**config.mk**
```make
export PLATFORM = sky130hd
export DESIGN_NAME = traffic_monitor
export DESIGN_NICKNAME = d
export VERILOG_FILES = /design/src/rtl/traffic_monitor.sv
export SDC_FILE = /design/constraint.sdc
export NUM_CORES = 1
export LEC_CHECK = 0
export CORE_ASPECT_RATIO = 0.7
export CORE_UTILIZATION = 49
export CTS_CLUSTER_SIZE = 30
export DETAILED_ROUTE_END_ITERATION = 16
export PLACE_DENSITY = 0.84
export SYNTH_ARGS = -nofsm -noshare
export SYNTH_HDL_FRONTEND = slang
export SYNTH_SLANG_ARGS = --single-unit
```
**constraint.sdc**
```tcl
create_clock -name clk -period 2.8 [get_ports clk]
set_clock_uncertainty 0.1 [all_clocks]
set_input_delay 0.28 -clock clk [delete_from_list [all_inputs] [get_ports clk]]
set_output_delay 0.28 -clock clk [all_outputs]
set_load 0.05 [all_outputs]
```
**src/rtl/traffic_monitor.sv**
```systemverilog
// traffic_monitor: checks a 4-way signal controller for sequence and conflict faults.
// Optional MON_TRANSITION_CHECK_EN adds the per-approach transition check (code 5).
module traffic_monitor (
    input  logic       clk,
    input  logic       rst_n,
    input  logic [1:0] n_car,
    input  logic [1:0] s_car,
    input  logic [1:0] e_car,
    input  logic [1:0] w_car,
    input  logic [1:0] n_ped,
    input  logic [1:0] s_ped,
    input  logic [1:0] e_ped,
    input  logic [1:0] w_ped,
    input  logic [6:0] i_cycle,
    input  logic       i_clear,
    output logic       o_fault,
    output logic [2:0] o_fault_code,
    output logic [6:0] o_fault_cycle,
    output logic [7:0] o_period_cnt,
    output logic [1:0] o_state
);

    typedef enum logic [1:0] {
        ST_SYNC  = 2'b00,
        ST_RUN   = 2'b01,
        ST_FAULT = 2'b10
    } state_t;

    localparam logic [1:0] RED    = 2'b00;
    localparam logic [1:0] GREEN  = 2'b01;
    localparam logic [1:0] YELLOW = 2'b10;
    localparam logic [1:0] LEFT   = 2'b11;
    localparam logic [6:0] CYC_FIRST = 7'd1;
    localparam logic [6:0] CYC_LAST  = 7'd68;

    state_t     state_q;
    state_t     state_d;
    logic [6:0] prev_cycle_q;
    logic [2:0] code;
    logic       in_range;
    logic       seq_ok;
    logic       wrap;
    logic       flt_seq;
    logic       flt_axis;
    logic       flt_car;
    logic       flt_ped;
    logic       flt_trans;
    logic       load_prev;
    logic       latch_fault;
    logic       clr_fault;
    logic       cnt_inc;

    assign in_range = (i_cycle >= CYC_FIRST) && (i_cycle <= CYC_LAST);
    assign wrap     = (prev_cycle_q == CYC_LAST) && (i_cycle == CYC_FIRST);
    assign seq_ok   = in_range
                    && (wrap
                        || ((prev_cycle_q >= CYC_FIRST)
                            && (prev_cycle_q < CYC_LAST)
                            && (i_cycle == prev_cycle_q + 7'd1)));
    assign flt_seq  = !seq_ok;
    assign flt_axis = (n_car != s_car) || (n_ped != s_ped)
                    || (e_car != w_car) || (e_ped != w_ped);
    assign flt_car  = (n_car != RED) && (e_car != RED);
    assign flt_ped  = ((n_ped != RED) && (n_car != RED))
                    || ((s_ped != RED) && (s_car != RED))
                    || ((e_ped != RED) && (e_car != RED))
                    || ((w_ped != RED) && (w_car != RED))
                    || (n_ped == 2'b11) || (s_ped == 2'b11)
                    || (e_ped == 2'b11) || (w_ped == 2'b11);

`ifdef MON_TRANSITION_CHECK_EN
    logic [7:0] prev_car_q;
    logic [7:0] cur_car;

    assign cur_car = {n_car, s_car, e_car, w_car};

    // Illegal steps: GREEN straight to RED, LEFT to anything but LEFT/YELLOW
    always_comb begin
        flt_trans = 1'b0;
        for (int i = 0; i < 4; i++) begin
            if ((prev_car_q[2*i +: 2] == GREEN)
                && (cur_car[2*i +: 2] == RED))
                flt_trans = 1'b1;
            if ((prev_car_q[2*i +: 2] == LEFT)
                && (cur_car[2*i +: 2] != LEFT)
                && (cur_car[2*i +: 2] != YELLOW))
                flt_trans = 1'b1;
        end
    end

    // Car history only feeds the transition check
    always_ff @(posedge clk or negedge rst_n) begin
        if (!rst_n)
            prev_car_q <= '0;
        else if (load_prev)
            prev_car_q <= cur_car;
    end
`else
    assign flt_trans = 1'b0;
`endif

    // Lowest fault code wins when several fire together
    always_comb begin
        code = 3'd0;
        if (flt_seq)
            code = 3'd1;
        else if (flt_axis)
            code = 3'd2;
        else if (flt_car)
            code = 3'd3;
        else if (flt_ped)
            code = 3'd4;
        else if (flt_trans)
            code = 3'd5;
    end

    // State register
    always_ff @(posedge clk or negedge rst_n) begin
        if (!rst_n)
            state_q <= ST_SYNC;
        else
            state_q <= state_d;
    end

    // Next-state logic
    always_comb begin
        state_d = state_q;
        unique case (state_q)
            ST_SYNC:  if (i_cycle == CYC_FIRST) state_d = ST_RUN;
            ST_RUN:   if (code != 3'd0) state_d = ST_FAULT;
            ST_FAULT: if (i_clear) state_d = ST_SYNC;
            default:  state_d = ST_SYNC;
        endcase
    end

    // Output / control decode from the current state
    always_comb begin
        o_state     = state_q;
        load_prev   = 1'b0;
        latch_fault = 1'b0;
        clr_fault   = 1'b0;
        cnt_inc     = 1'b0;
        unique case (state_q)
            ST_SYNC: load_prev = (i_cycle == CYC_FIRST);
            ST_RUN: begin
                load_prev   = 1'b1;
                latch_fault = (code != 3'd0);
                cnt_inc     = (code == 3'd0) && wrap;
            end
            ST_FAULT: clr_fault = i_clear;
            default: ;
        endcase
    end

    // Previous cycle index for the sequence check
    always_ff @(posedge clk or negedge rst_n) begin
        if (!rst_n)
            prev_cycle_q <= '0;
        else if (load_prev)
            prev_cycle_q <= i_cycle;
    end

    // Sticky first-fault record
    always_ff @(posedge clk or negedge rst_n) begin
        if (!rst_n) begin
            o_fault       <= 1'b0;
            o_fault_code  <= '0;
            o_fault_cycle <= '0;
        end else if (latch_fault) begin
            o_fault       <= 1'b1;
            o_fault_code  <= code;
            o_fault_cycle <= i_cycle;
        end else if (clr_fault) begin
            o_fault       <= 1'b0;
            o_fault_code  <= '0;
            o_fault_cycle <= '0;
        end
    end

    // Completed-period counter, wraps naturally at 8 bits
    always_ff @(posedge clk or negedge rst_n) begin
        if (!rst_n)
            o_period_cnt <= '0;
        else if (cnt_inc)
            o_period_cnt <= o_period_cnt + 8'd1;
    end

endmodule

```
# After elaboration in Yosys (flattened, before gate mapping)
# Cells that the tools add are included.
# word_totals
regBits	28
in_bits	26
out_inout_bits	21
elab_cells	81
# op_classes
add_sub_neg	2
magnitude_cmp	4
eq_ne	16
mux	18
reduce_logical	35
# op_table
cell	n
$mux 3	6
$reduce_bool 2->1	9
$ge 7x1->1 const B	2
$mux 7	2
$logic_and 1x1->1	11
$logic_or 1x1->1	11
$eq 2x2->1 const B	5
$add 8x1->8 const B	1
$ne 2x2->1	4
$add 7x1->7 const B	1
$eq 7x1->1 const B	1
$eq 7x7->1	1
$eq 7x7->1 const B	1
$le 7x7->1 const B	1
$lt 7x7->1 const B	1
$mux 2	3
$ne 2x2->1 const B	3
$pmux 2 s3	1
$mux 1	5
$logic_not 3->1	1
$reduce_and 3->1	1
$reduce_bool 3->1	1
$eq 2x1->1 const B	1
$logic_not 2->1	1
$pmux 1 s2	1

# Logic depth before layout (Yosys ltp)
# depth
word_depth	16
depth_mapped	11
mapped_depth_nobuf	9

# Worst setup path after synthesis
# Ideal clock, no wire load.
# synth_timing
path_kind	register -> register
start	register prev_cycle_q[1]
end	register o_fault_cycle[2]
setup_time_ns	0.080
arrival_ns	2.276
required_time_ns	2.620
slack_ns	0.344
path_stages_with_launch	11
n_path_buf	2
period_less_slack_ns	2.456
cell_sequence	dfrtp_1 -> ha_1 -> buf_2 -> o21ba_1 -> a221o_1 -> a2111oi_4 -> o221ai_2 -> o21ai_4 -> buf_6 -> nand3_2 -> o211ai_2
# synth_via
elab_chain_len	9
elab_cells_between_ends	15
classes_between	add/sub: 1; order compare: 2; eq/ne: 2; mux: 3; reduce/logical: 7
# synth_rtl
element	line_no	rtl
start, declared	38	logic [6:0] prev_cycle_q;
start signal, assigned	160	prev_cycle_q <= i_cycle;
$add 7x1->7 (tied with other cells)	59	&& (i_cycle == prev_cycle_q + 7'd1)));
$eq 7x7->1 or $logic_and 1x1->1 (tied branches)	59, 58	
$logic_and 1x1->1	59	
$logic_or 1x1->1 *	57	|| ((prev_cycle_q >= CYC_FIRST)
$logic_and 1x1->1 *	56	&& (wrap
$mux 3 *	105	if (flt_seq)
$reduce_bool 3->1 *	147	latch_fault = (code != 3'd0);
$mux 1 *	143	unique case (state_q)
$mux 7 or $reduce_bool 2->1 (tied branches)	-	
end signal, assigned	172	o_fault_cycle <= i_cycle;
end, declared	18	output logic [6:0] o_fault_cycle,
# Mark *: on every way between the ends. The rest lies on a longest branch, timed or not.
# A chain may end at the register's enable or synchronous reset.

# Worst setup path after layout
# layout_timing
start	register prev_cycle_q[1]
end	register o_fault_cycle[4]
# Same word-level chain as after synthesis.

==> results.cfg <==
[outcome]
outcome = finished clean

[logic_synthesis]
synth_area_sq_um = 1880
synthXorXnorAreaFrac_pct = 10.7
synth_mux_area_share_pct = 4.07
syn_avg_cell_area_sq_um = 9.72
synth_seq_cells = 28
synthAdderAreaFrac_pct = 2.67
yosys.area_share.simple_pct = 21.6
ys.warnings.count = 0
synth_cell_types = 51
synth-seq-area-share_pct = 37.4
synth_compound_area_share_pct = 19.9
synth_top_family_by_area = simple AND/OR/NAND/NOR gates
syn_nets = 223
netlist_instances = 193

[cells_and_area]
syn_to_final_growth_pct = 32.8
final-seq-area_sq_um = 701
fillers = 285
multi_input_area_sq_um = 1110
fin_area_sq_um = 2490
layout_common_cells = clkdlybuf4s50_1 (46), dfrtp_1 (28), nand2_1 (26), xnor2_1 (17), nand3_1 (11)
mostFrequentLayoutCell = clkdlybuf4s50_1
layout.nets = 274
insertedDiodeCount = 0
layout-drive-gt1-share_pct = 11.5

[worst_setup_path]
slowest_delay_ns = 0.46
slowest_stage = dfrtp_1
crit_fanout = 16
crit_required_ns = 2.90
crit_chain = ha_2 -> o21ba_1 -> a221o_1 -> a2111oi_4 -> o221ai_2 -> o21ai_4 -> buf_12 -> nand3_1 -> o211ai_1
crit_type = register to register
cp-end-kind = register
startpoint_type = register
crit_arrival_ns = 2.69

[power_and_ir_drop]
powerDensity_nw_per_um2 = 470
ir_drop_v = 0.000383
comb_power_share_pct = 30.9
p_sw_w = 0.000376
swShare_pct = 32.1
internal_power_w = 0.000795
total_leakage_power_nw = 0.958
p_clk_share_pct = 27.5
pwr-share-seq_pct = 41.6

[placement]
placedInstanceArea_sq_um = 2420
dpl.hpwl_um = 3510
port_buffers = 46
routabilityCongestion = 0.864

[routing]
postRouteAntennaNets = 0
avgViaCountPerCell = 5.85
first_pass_iters = 4
drt-initial-drc-count = 90
wl_um = 4720
wl_per_cell_um = 16.1
vias = 1713
drc = 0

[clock_tree]
cts_buffers = 3
clkTransAtPathRegs_ns = 0.10
clockBufferDepth = 2
ctsHtreeMaxLevel = 1
clkSinkCount = 28
cts_root_buf = clkbuf_8
clkLatencyLatePin_ns = 0.28
cts_setup_buffers = 0
cts_tree = built

[hold_path]
hp-class = input port to async pin

[sta]
hold_viol_final = 0
fin_tns_setup_ns = 0
worst_pin_slew_ns = 0.612
relSlewSlack_pct = 59.1
setup_viol_count_final = 0
fin_crit_ns = 2.60
fin_crit_sh_pct = 92.7
fmax_mhz = 385
rsz0062_at_grt = no
drv_slew = 0

[floorplan]
dieHeight_um = 53.8
io_pins = 47
rows = 18
start_util_pct = 52.4
die_w_um = 75.9
die_area_sq_um = 4080
coreArea_sq_um = 3580

[run]
drv_cap = 0

[global_routing]
antenna_found_initial = 0
grt_max_degree = 29
grt_pass1_vias = 1634
gr-usage-all-layers_pct = 24.5
overflow = 0
grt_pass1_wl_um = 7740
==> power groups by stage <==
stage / clock (W) / sequential [W] / combinational (W)
global route: 0.000340 / 0.000495 / 0.000386
finish: 0.000322 / 0.000487 / 0.000362
detailed placement: 0 / 0.000493 / 0.000360
floorplan: 0 / 0.000548 / 0.000170
CTS: 0.000325 / 0.000487 / 0.000361
global placement: 0 / 0.000493 / 0.000350
==> critical path: cells and delay by family, from the launching register on <==
kind | cells | cell delay [ns]
flops | 1 | 0.46
simple gates | 1 | 0.10
compound gates | 6 | 1.43
buf+inv | 1 | 0.16
fa+ha+maj | 1 | 0.26
==> cell usage after synthesis (all sizes together) <==
library cell | number | area share (%)
a22o | 5 | 2.3
nand4b | 1 | 0.47
inv | 4 | 0.80
o221ai | 1 | 0.80
o2111ai | 2 | 0.93
o22a | 1 | 0.47
o21ai | 7 | 2.5
a22oi | 3 | 1.2
nor4 | 2 | 0.67
clkbuf | 3 | 0.87
nor3 | 3 | 1.1
nand3b | 1 | 0.40
o21ba | 1 | 0.53
or4b | 2 | 1.3
a31oi | 2 | 1.5
o211ai | 8 | 3.5
o22ai | 4 | 1.3
and2 | 2 | 0.67
a2111oi | 1 | 1.5
nor2b | 2 | 0.67
mux2i | 2 | 1.1
xnor2 | 18 | 8.8
or3 | 1 | 0.33
dfrtp | 28 | 37
a221o | 1 | 0.53
and3 | 4 | 1.3
nor4b | 1 | 0.47
nand3 | 12 | 3.5
a21oi | 6 | 1.6
nor2 | 6 | 1.2
nand4 | 9 | 3.0
o21bai | 1 | 0.40
buf | 5 | 2.0
nor3b | 2 | 1.1
ha | 4 | 2.7
nand2b | 1 | 0.33
xor2 | 4 | 1.9
mux2 | 5 | 3.0
a221oi | 2 | 0.93
nand2 | 26 | 5.2
==> stage by stage <==
step	util (%)	power, W	instances	worst slack [ns]	hold WS [ns]
after floorplan	-	0.000718	193	0.344	-0.116
after global placement	67.5	0.000843	289	0.0423	0.364
after detailed placement	67.5	0.000853	289	0.0416	0.370
after CTS	69.5	0.00117	293	0.138	0.279
after global routing	69.6	0.00122	293	0.0864	0.293
final	69.6	0.00117	293	0.204	0.264
==> final cells by class <==
cell class                 count  area share, %
inverter                       4          0.603
timing repair buffer          54           21.4
tap                           50           2.51
sequential                    28           28.1
clock buffer                   3           1.66
multi-input combinational    153           44.5
clock inverter                 1           1.21
==> kinds of logic (layout without fill, tap and decap cells) <==
| family | count (synthesis) | after routing |
|---|---|---|
| multiplexers | 7 | 7 |
| buffers and inverters | 12 | 62 |
| XOR/XNOR | 22 | 22 |
| flip-flops | 28 | 28 |
| AND/OR/NAND/NOR | 75 | 75 |
| adder cells (fa/ha/maj) | 4 | 4 |
| AO/OA/AOI/OAI | 45 | 45 |
==> worst paths after layout <==
check / start / to / slack (ns) / cells after the start
max: prev_cycle_q[1] / o_fault_cycle[4] / 0.20 / 9
min: rst_n / o_period_cnt[7] / 0.26 / 2
max reg2reg: prev_cycle_q[1] / o_fault_cycle[4] / 0.20 / 9
min reg2reg: o_period_cnt[7] / o_period_cnt[7] / 0.38 / 1
max in group asynchronous: rst_n / prev_cycle_q[0] / 2.07 / 2
min in group clk: o_period_cnt[7] / o_period_cnt[7] / 0.38 / 1
==> what timing repair did <==
item | in CTS | in global routing
resized for setup | 0 | 1
endpoints found under the setup margin | 0 | 1
hold buffers | 0 | 0
==> flip-flops by register name, indices dropped and copies added, names as in the netlist <==
name and cells:
o_fault_code 3, o_fault_cycle 7, o_fault 1, o_state 2
o_period_cnt 8, prev_cycle_q 7
==> routing by layer <==
metal	GRT usage [%]	routed length, um
met3	6.10	294
met2	42.0	2100
met1	32.8	2290
met5	0	0
met4	3.85	26
(Power assumes the default switching activity.)
